==> src/rtl/cpu_axi_master.sv <==
// Core request port to single-beat AXI3 master; one transaction in flight at a time.
// Write path present only when CPU_AXI_MASTER_WRITE_EN is defined; otherwise writes complete with an error.
module cpu_axi_master #(
   parameter int         ADDR_W = 32,
   parameter int         DATA_W = 32,
   parameter logic [3:0] AXI_ID = 4'd0
) (
   input  logic                aclk_i,
   input  logic                aresetn_i,
   input  logic                cpu_req_i,
   input  logic                cpu_we_i,
   input  logic [ADDR_W-1:0]   cpu_addr_i,
   input  logic [DATA_W-1:0]   cpu_wdata_i,
   input  logic [DATA_W/8-1:0] cpu_wstrb_i,
   output logic                cpu_gnt_o,
   output logic                cpu_rvalid_o,
   output logic [DATA_W-1:0]   cpu_rdata_o,
   output logic                cpu_wdone_o,
   output logic                cpu_err_o,
   output logic [ADDR_W-1:0]   m_araddr_o,
   output logic                m_arvalid_o,
   output logic [3:0]          m_arid_o,
   output logic [3:0]          m_arlen_o,
   output logic [2:0]          m_arsize_o,
   output logic [1:0]          m_arburst_o,
   output logic [1:0]          m_arlock_o,
   output logic [3:0]          m_arcache_o,
   output logic [2:0]          m_arprot_o,
   input  logic                m_arready_i,
   input  logic [DATA_W-1:0]   m_rdata_i,
   input  logic [1:0]          m_rresp_i,
   input  logic                m_rvalid_i,
   input  logic                m_rlast_i,
   input  logic [3:0]          m_rid_i,
   output logic                m_rready_o,
   output logic [ADDR_W-1:0]   m_awaddr_o,
   output logic                m_awvalid_o,
   output logic [3:0]          m_awid_o,
   output logic [3:0]          m_awlen_o,
   output logic [2:0]          m_awsize_o,
   output logic [1:0]          m_awburst_o,
   output logic [1:0]          m_awlock_o,
   output logic [3:0]          m_awcache_o,
   output logic [2:0]          m_awprot_o,
   input  logic                m_awready_i,
   output logic [DATA_W-1:0]   m_wdata_o,
   output logic [DATA_W/8-1:0] m_wstrb_o,
   output logic                m_wvalid_o,
   output logic [3:0]          m_wid_o,
   output logic                m_wlast_o,
   input  logic                m_wready_i,
   input  logic                m_bvalid_i,
   input  logic [1:0]          m_bresp_i,
   input  logic [3:0]          m_bid_i,
   output logic                m_bready_o
);

   localparam int         STRB_W = DATA_W / 8;
   localparam logic [2:0] SIZE   = 3'($clog2(STRB_W));

   typedef enum logic [2:0] {IDLE, AR, R, WR, B} state_t;

   state_t              state_q, state_d;
   logic [ADDR_W-1:0]   addr_q, addr_d;
   logic [DATA_W-1:0]   wdata_q, wdata_d;
   logic [STRB_W-1:0]   wstrb_q, wstrb_d;
   logic                we_q, we_d;
   logic [DATA_W-1:0]   rdata_q, rdata_d;
   logic                rvalid_q, rvalid_d;
   logic                wdone_q, wdone_d;
   logic                err_q, err_d;
   logic                aw_done_q, aw_done_d;
   logic                w_done_q, w_done_d;
   logic                gnt;

   // Gated by reset so the grant is low while reset is held.
   assign gnt = cpu_req_i & (state_q == IDLE) & aresetn_i;

   always_ff @(posedge aclk_i or negedge aresetn_i) begin
      if (!aresetn_i) begin
         state_q   <= IDLE;
         addr_q    <= '0;
         wdata_q   <= '0;
         wstrb_q   <= '0;
         we_q      <= 1'b0;
         rdata_q   <= '0;
         rvalid_q  <= 1'b0;
         wdone_q   <= 1'b0;
         err_q     <= 1'b0;
         aw_done_q <= 1'b0;
         w_done_q  <= 1'b0;
      end else begin
         state_q   <= state_d;
         addr_q    <= addr_d;
         wdata_q   <= wdata_d;
         wstrb_q   <= wstrb_d;
         we_q      <= we_d;
         rdata_q   <= rdata_d;
         rvalid_q  <= rvalid_d;
         wdone_q   <= wdone_d;
         err_q     <= err_d;
         aw_done_q <= aw_done_d;
         w_done_q  <= w_done_d;
      end
   end

   always_comb begin
      state_d   = state_q;
      addr_d    = addr_q;
      wdata_d   = wdata_q;
      wstrb_d   = wstrb_q;
      we_d      = we_q;
      rdata_d   = rdata_q;
      rvalid_d  = 1'b0;
      wdone_d   = 1'b0;
      err_d     = 1'b0;
      aw_done_d = aw_done_q;
      w_done_d  = w_done_q;
      case (state_q)
         IDLE: if (gnt) begin
            addr_d  = cpu_addr_i;
            wdata_d = cpu_wdata_i;
            wstrb_d = cpu_wstrb_i;
            we_d    = cpu_we_i;
`ifdef CPU_AXI_MASTER_WRITE_EN
            state_d = cpu_we_i ? WR : AR;
`else
            // No write path: report the write as failed without touching the bus.
            if (cpu_we_i) begin
               wdone_d = 1'b1;
               err_d   = 1'b1;
            end else begin
               state_d = AR;
            end
`endif
         end
         AR: if (m_arready_i) state_d = R;
         R: if (m_rvalid_i) begin
            rdata_d  = m_rdata_i;
            rvalid_d = 1'b1;
            err_d    = (m_rresp_i != 2'b00) | ~m_rlast_i;
            state_d  = IDLE;
         end
`ifdef CPU_AXI_MASTER_WRITE_EN
         WR: begin
            aw_done_d = aw_done_q | m_awready_i;
            w_done_d  = w_done_q | m_wready_i;
            if (aw_done_d && w_done_d) begin
               aw_done_d = 1'b0;
               w_done_d  = 1'b0;
               state_d   = B;
            end
         end
         B: if (m_bvalid_i) begin
            wdone_d = 1'b1;
            err_d   = (m_bresp_i != 2'b00);
            state_d = IDLE;
         end
`endif
         default: state_d = IDLE;
      endcase
   end

   assign cpu_gnt_o    = gnt;
   assign cpu_rvalid_o = rvalid_q;
   assign cpu_rdata_o  = rdata_q;
   assign cpu_wdone_o  = wdone_q;
   assign cpu_err_o    = err_q;

   assign m_araddr_o  = addr_q;
   assign m_arvalid_o = (state_q == AR);
   assign m_arid_o    = AXI_ID;
   assign m_arlen_o   = 4'd0;
   assign m_arsize_o  = SIZE;
   assign m_arburst_o = 2'b01;
   assign m_arlock_o  = 2'b00;
   assign m_arcache_o = 4'd0;
   assign m_arprot_o  = 3'd0;
   assign m_rready_o  = (state_q == R);

   assign m_awaddr_o  = addr_q;
   assign m_awid_o    = AXI_ID;
   assign m_awlen_o   = 4'd0;
   assign m_awsize_o  = SIZE;
   assign m_awburst_o = 2'b01;
   assign m_awlock_o  = 2'b00;
   assign m_awcache_o = 4'd0;
   assign m_awprot_o  = 3'd0;
   assign m_wdata_o   = wdata_q;
   assign m_wstrb_o   = wstrb_q;
   assign m_wid_o     = AXI_ID;
   assign m_wlast_o   = 1'b1;

`ifdef CPU_AXI_MASTER_WRITE_EN
   assign m_awvalid_o = (state_q == WR) & ~aw_done_q;
   assign m_wvalid_o  = (state_q == WR) & ~w_done_q;
   assign m_bready_o  = (state_q == B);
   logic unused_sig;
   assign unused_sig = ^{m_rid_i, m_bid_i, we_q};
`else
   assign m_awvalid_o = 1'b0;
   assign m_wvalid_o  = 1'b0;
   assign m_bready_o  = 1'b0;
   logic unused_sig;
   assign unused_sig = ^{m_rid_i, m_bid_i, we_q, m_awready_i, m_wready_i,
                         m_bvalid_i, m_bresp_i, aw_done_q, w_done_q};
`endif

endmodule

==> config.mk <==
export PLATFORM = sky130hd
export DESIGN_NAME = cpu_axi_master
export DESIGN_NICKNAME = d
export VERILOG_FILES = /design/src/rtl/cpu_axi_master.sv
export SDC_FILE = /design/constraint.sdc
export NUM_CORES = 1
export LEC_CHECK = 0
export CELL_PAD_IN_SITES_DETAIL_PLACEMENT = 0
export CELL_PAD_IN_SITES_GLOBAL_PLACEMENT = 2
export CORE_MARGIN = 4
export CORE_UTILIZATION = 22
export CTS_CLUSTER_DIAMETER = 120
export DETAILED_ROUTE_END_ITERATION = 16
export GPL_ROUTABILITY_DRIVEN = 0
export PLACE_DENSITY_LB_ADDON = 0.1
export SLEW_MARGIN = 40
export SYNTH_ARGS = -nofsm -noshare
export SYNTH_HDL_FRONTEND = slang
export SYNTH_SLANG_ARGS = --single-unit
==> constraint.sdc <==
create_clock -name aclk_i -period 1.8 [get_ports aclk_i]
set_input_delay 0.27 -clock aclk_i [delete_from_list [all_inputs] [get_ports aclk_i]]
set_output_delay 0.27 -clock aclk_i [all_outputs]
set_load 0.01 [all_outputs]
### Word level (Yosys, flattened, before mapping)

Cells that the tools add are included.

| cells by class | value |
|---|---|
| muxes and demuxes | 12 |
| reductions and logical operators | 5 |
| bitwise gates (word level) | 4 |
| eq/ne operators | 6 |

Operator list:

| operator | count |
|---|---|
| $mux W3 | 4 |
| $pmux W3 S3 | 1 |
| $mux W1 | 6 |
| $ne A2 B2 Y1 const B | 3 |
| $reduce_and A2 Y1 | 2 |
| $reduce_and A4 Y1 | 1 |
| $eq A3 B1 Y1 const B | 1 |
| $eq A3 B2 Y1 const B | 1 |
| $logic_not A3 Y1 | 1 |
| $and A1 B1 Y1 | 2 |
| $ne A2 B1 Y1 const B | 1 |
| $pmux W1 S2 | 1 |
| $reduce_bool A2 Y1 | 1 |
| $not A1 Y1 | 1 |
| $or A1 B1 Y1 | 1 |

| word-level totals | value |
|---|---|
| output and inout port bits | 190 |
| register bits | 106 |

### Depth between registers and ports, before layout

Gate-level depths: netlist (run 1).

| logic depth | value |
|---|---|
| depth in word-level cells | 5 |
| gate-level depth with buffers | 4 |
| gate-level depth less buffers | 2 |

### Least setup slack after synthesis (run 1)

No wires, ideal clock.

| path | value |
|---|---|
| path type | register to register |
| start | reg state_q[0] |
| end | reg addr_q[0] (netlist: m_araddr_o[0]) |
| stages on the path, launching flop included | 5 |
| data arrival time | 1.354 ns |
| buffers on the path | 2 |
| required time | 1.675 ns |
| path slack | 0.321 ns |
| setup time | 0.125 ns |
| period minus slack after synthesis | 1.479 ns |
| cell sequence | dfrtp_1 nor4bb_2 buf_6 buf_12 mux2_4 |

| on the way | value |
|---|---|
| longest elaborated chain between the ends | 4 |

RTL lines:

| what | RTL line | text |
|---|---|---|
| start, declared | 63 | `state_t state_q, state_d;` |
| start signal, assigned | 93 | `state_q <= state_d;` |
| $logic_not A3 Y1 * | 77, 119 |  |
| $and A1 B1 Y1 (2 in a row) | 77 | `assign gnt = cpu_req_i & (state_q == IDLE) & aresetn_i;` |
| $reduce_and A2 Y1 (no line) * | - |  |
| end signal, assigned | 94 | `addr_q <= addr_d;` |
| end, declared | 64 | `logic [ADDR_W-1:0] addr_q, addr_d;` |

Every way passes the cells marked *; elsewhere a longest branch is shown, timed or not.
A chain may end at the register's enable or synchronous reset.

### Final worst setup path (run 1)

| path | value |
|---|---|
| start | reg state_q[0] |
| end | reg addr_q[29] (netlist: m_araddr_o[29]) |

The elaborated chain is that of the path after synthesis.

==> results.py, run 1 <==
metrics = {
    "critical_path": {
        "crit_path_end": "m_araddr_o[29]",
        "crit_path_end_kind": "flop",
        "arrival_ps": 1890,
        "crit_slowest_cell": "dfrtp_1",
        "reg2regPathDepth": 5,
        "crit_path_start_kind": "flop",
        "ff2ff_setup_slack_ps": 140,
        "slowest_delay_ps": 420,
        "worst_path_most_repeated_cell": "buf_12",
        "rr_startpoint": "state_q[0]",
        "crit_start": "state_q[0]",
        "r2r-end": "m_araddr_o[29]",
        "path_class": "reg2reg",
        "critical_path.max_fanout": 15,
        "crit_required_ps": 2030,
        "crit_chain": "nor4bb_4, buf_4, buf_12, buf_12, mux2_4",
    },
    "cts": {
        "cts_hold_buf": 0,
        "cts_setup_buffers": 0,
        "clkTransAtPathRegs_ps": 80,
        "cts_tree": "built",
        "cts_root_buffer": "clkbuf_16",
        "htree_levels": 3,
        "clk_path_buf_depth": 2,
        "cts_sinks": 105,
        "tritoncts.num_buffers": 9,
        "insertion_delay_ps": 350,
    },
    "final_layout": {
        "drive_above_1_share_pct": 23.8,
        "fin_nets": 660,
        "nFillCells": 2184,
        "final_common_cell": "clkdlybuf4s50_1",
        "final_cell_mix": "clkdlybuf4s50_1, dfrtp_1, mux2_4",
        "area_growth_syn_to_layout_pct": 54.3,
    },
    "timing": {
        "final-setup-viol-count": 0,
        "finalSetupTns_ps": 0,
        "skew_ps": 7.54,
        "hold_slack_ps": 22.0,
        "drv_slew": 0,
        "finalCritPeriodShare_pct": 92.3,
        "tightest_slew_ps": 614,
        "maxSlewHeadroom_pct": 59.1,
        "post-route-min-period_ps": 1660,
        "rsz0062_at_grt": "no",
        "fmax_mhz": 602,
        "hold_viol": 0,
    },
    "power_and_ir_drop": {
        "p_sw_mw": 2.75,
        "leakagePower_nw": 3.30,
        "cellPowerDensity_nw_per_um2": 1270,
        "irDropWorstVdd_uv": 372,
        "pwr-share-comb_pct": 41.8,
        "pwr-share-seq_pct": 37.1,
        "swShare_pct": 28.6,
        "p_int_mw": 6.86,
        "pwr-share-clk_pct": 21.1,
    },
    "grt": {
        "grt_use_total_pct": 10.2,
        "antenna_found_initial": 1,
        "grt_pass1_vias": 3215,
        "grt.overflow.total": 0,
        "grt_max_degree": 106,
        "grt_pass1_wl_um": 19000,
    },
    "hold_path": {
        "min_path_type": "in2async",
    },
    "route": {
        "route.vias.total": 3012,
        "wire_per_inst_um": 16.1,
        "dr.pass1.iters": 4,
        "wl_um": 13300,
        "drc": 0,
        "antenna_left": 0,
        "drtIter0Drc": 73,
        "vias_per_cell": 3.65,
    },
    "yosys": {
        "synth-seq-area-share_pct": 53.6,
        "synth_seq_cells": 105,
        "syn_inst": 315,
        "ys.warnings.count": 0,
        "synth_area_um2": 4900,
        "ys_types": 17,
        "avgSynthCellArea_um2": 15.6,
    },
    "placed_design": {
        "hpwlAfterDp_um": 9820,
        "io_buffers": 246,
    },
    "die": {
        "die_x_um": 157,
        "die_h_um": 157,
        "core_um2": 21900,
        "num_rows": 54,
        "die-area_um2": 24700,
        "ioPinCount": 312,
        "start_util_pct": 22.4,
    },
    "outcome": {
        "status": "completed",
    },
    "run": {
        "drv_cap": 0,
    },
}
-- through the flow --
step | instance area (µm²) | std cells | worst slack, ps | util (%) | power [mW]
3_3_place_gp | 7270 | 807 | -266 | 33.2 | 7.68
4_1_cts | 7560 | 823 | 26.8 | 34.5 | 9.81
2_1_floorplan | 5090 | 365 | 321 | - | 5.51
5_1_grt | 7550 | 824 | 37.7 | 34.5 | 10.2
3_5_place_dp | 7270 | 807 | -226 | 33.2 | 7.69
6_report | 7560 | 825 | 138 | 34.5 | 9.60
-- flip-flops by register name (all words and copies together) (netlist names) --
register / cells
cpu_rdata_o: 32
m_araddr_o: 32
m_wdata_o: 32
m_wstrb_o: 4
state_q: 2
cpu_err_o: 1
cpu_rvalid_o: 1
cpu_wdone_o: 1
-- logic make-up after synthesis --
| group | synth area share, % |
|---|---|
| buffers and inverters | 16.6 |
| muxes | 28.0 |
| other | 0.153 |
| AOI/OAI and AO/OA | 0.536 |
| and+or+nand+nor | 1.05 |
| DFF | 53.6 |
-- worst min path at each step --
stage / from / depth (start not counted) / slack, ps / to
floorplan: aresetn_i / 0 / -30 / cpu_err_o
global placement: aresetn_i / 2 / 480 / cpu_rdata_o[21]
detailed placement: aresetn_i / 2 / 480 / cpu_rdata_o[14]
CTS: aresetn_i / 2 / 90 / cpu_rdata_o[14]
global route: aresetn_i / 2 / 70 / cpu_rdata_o[21]
finish: aresetn_i / 2 / 20 / cpu_rdata_o[14]
-- cell usage after synthesis --
cell / count / area share, %
o2bb2ai_1: 1 / 0.18
and2b_1: 1 / 0.15
inv_1: 4 / 0.31
and2_1: 1 / 0.13
mux2_4: 66 / 20
a22o_1: 2 / 0.36
nor4bb_2: 1 / 0.33
conb_1: 2 / 0.15
buf_4: 84 / 13
nor3b_1: 1 / 0.15
mux2_2: 34 / 7.8
buf_6: 1 / 0.23
nand3b_1: 1 / 0.15
nor2b_1: 1 / 0.13
dfrtp_1: 105 / 54
buf_12: 7 / 2.9
buf_2: 3 / 0.31
-- power groups by stage --
| stage | clock [mW] | sequential, mW | combinational (mW) |
|---|---|---|---|
| CTS | 2.14 | 3.57 | 4.10 |
| global placement | 0 | 3.59 | 4.09 |
| detailed placement | 0 | 3.61 | 4.08 |
| floorplan | 0 | 3.95 | 1.57 |
| finish | 2.03 | 3.56 | 4.02 |
| global route | 2.24 | 3.67 | 4.25 |
-- final cells by class --
cell class / count / area [µm²] / share of cell area, %
Sequential cell: 105 / 2630 / 34.8
Antenna cell: 2 / 5.00 / 0.0662
Inverter: 4 / 15.0 / 0.199
Multi-Input combinational cell: 161 / 1660 / 21.9
Tap cell: 280 / 350 / 4.64
Timing Repair Buffer: 257 / 2610 / 34.5
Clock inverter: 6 / 65.1 / 0.861
Clock buffer: 10 / 229 / 3.03
-- metal layers --
layer	GRT usage, %	vias to the layer above	part of all wire [%]
li1	-	1369	-
met1	12.5	1461	41
met2	16.8	171	48
met3	2.69	11	8.7
met4	4.30	0	1.8
met5	0	-	0
-- worst max-delay path, delay by kind of cell (launching register included) --
kind          cells  cell delay, ps
buf+inv           3             520
flops             1             420
mux               1             320
simple gates      1             280
-- repair_timing --
| item | 4_1_cts | 5_1_grt |
|---|---|---|
| gates cloned | 0 | 0 |
| setup endpoints to repair | 3 | 1 |
| resized for setup | 5 | 1 |
No activity file was read; power rests on OpenSTA's default activity.
==> run 2, diff against run 1 <==
Settings changed: GPL_ROUTABILITY_DRIVEN 0 to 1.
==> results of run 2 <==
No change in the layout: final DEF, timing and power equal those of run 1.
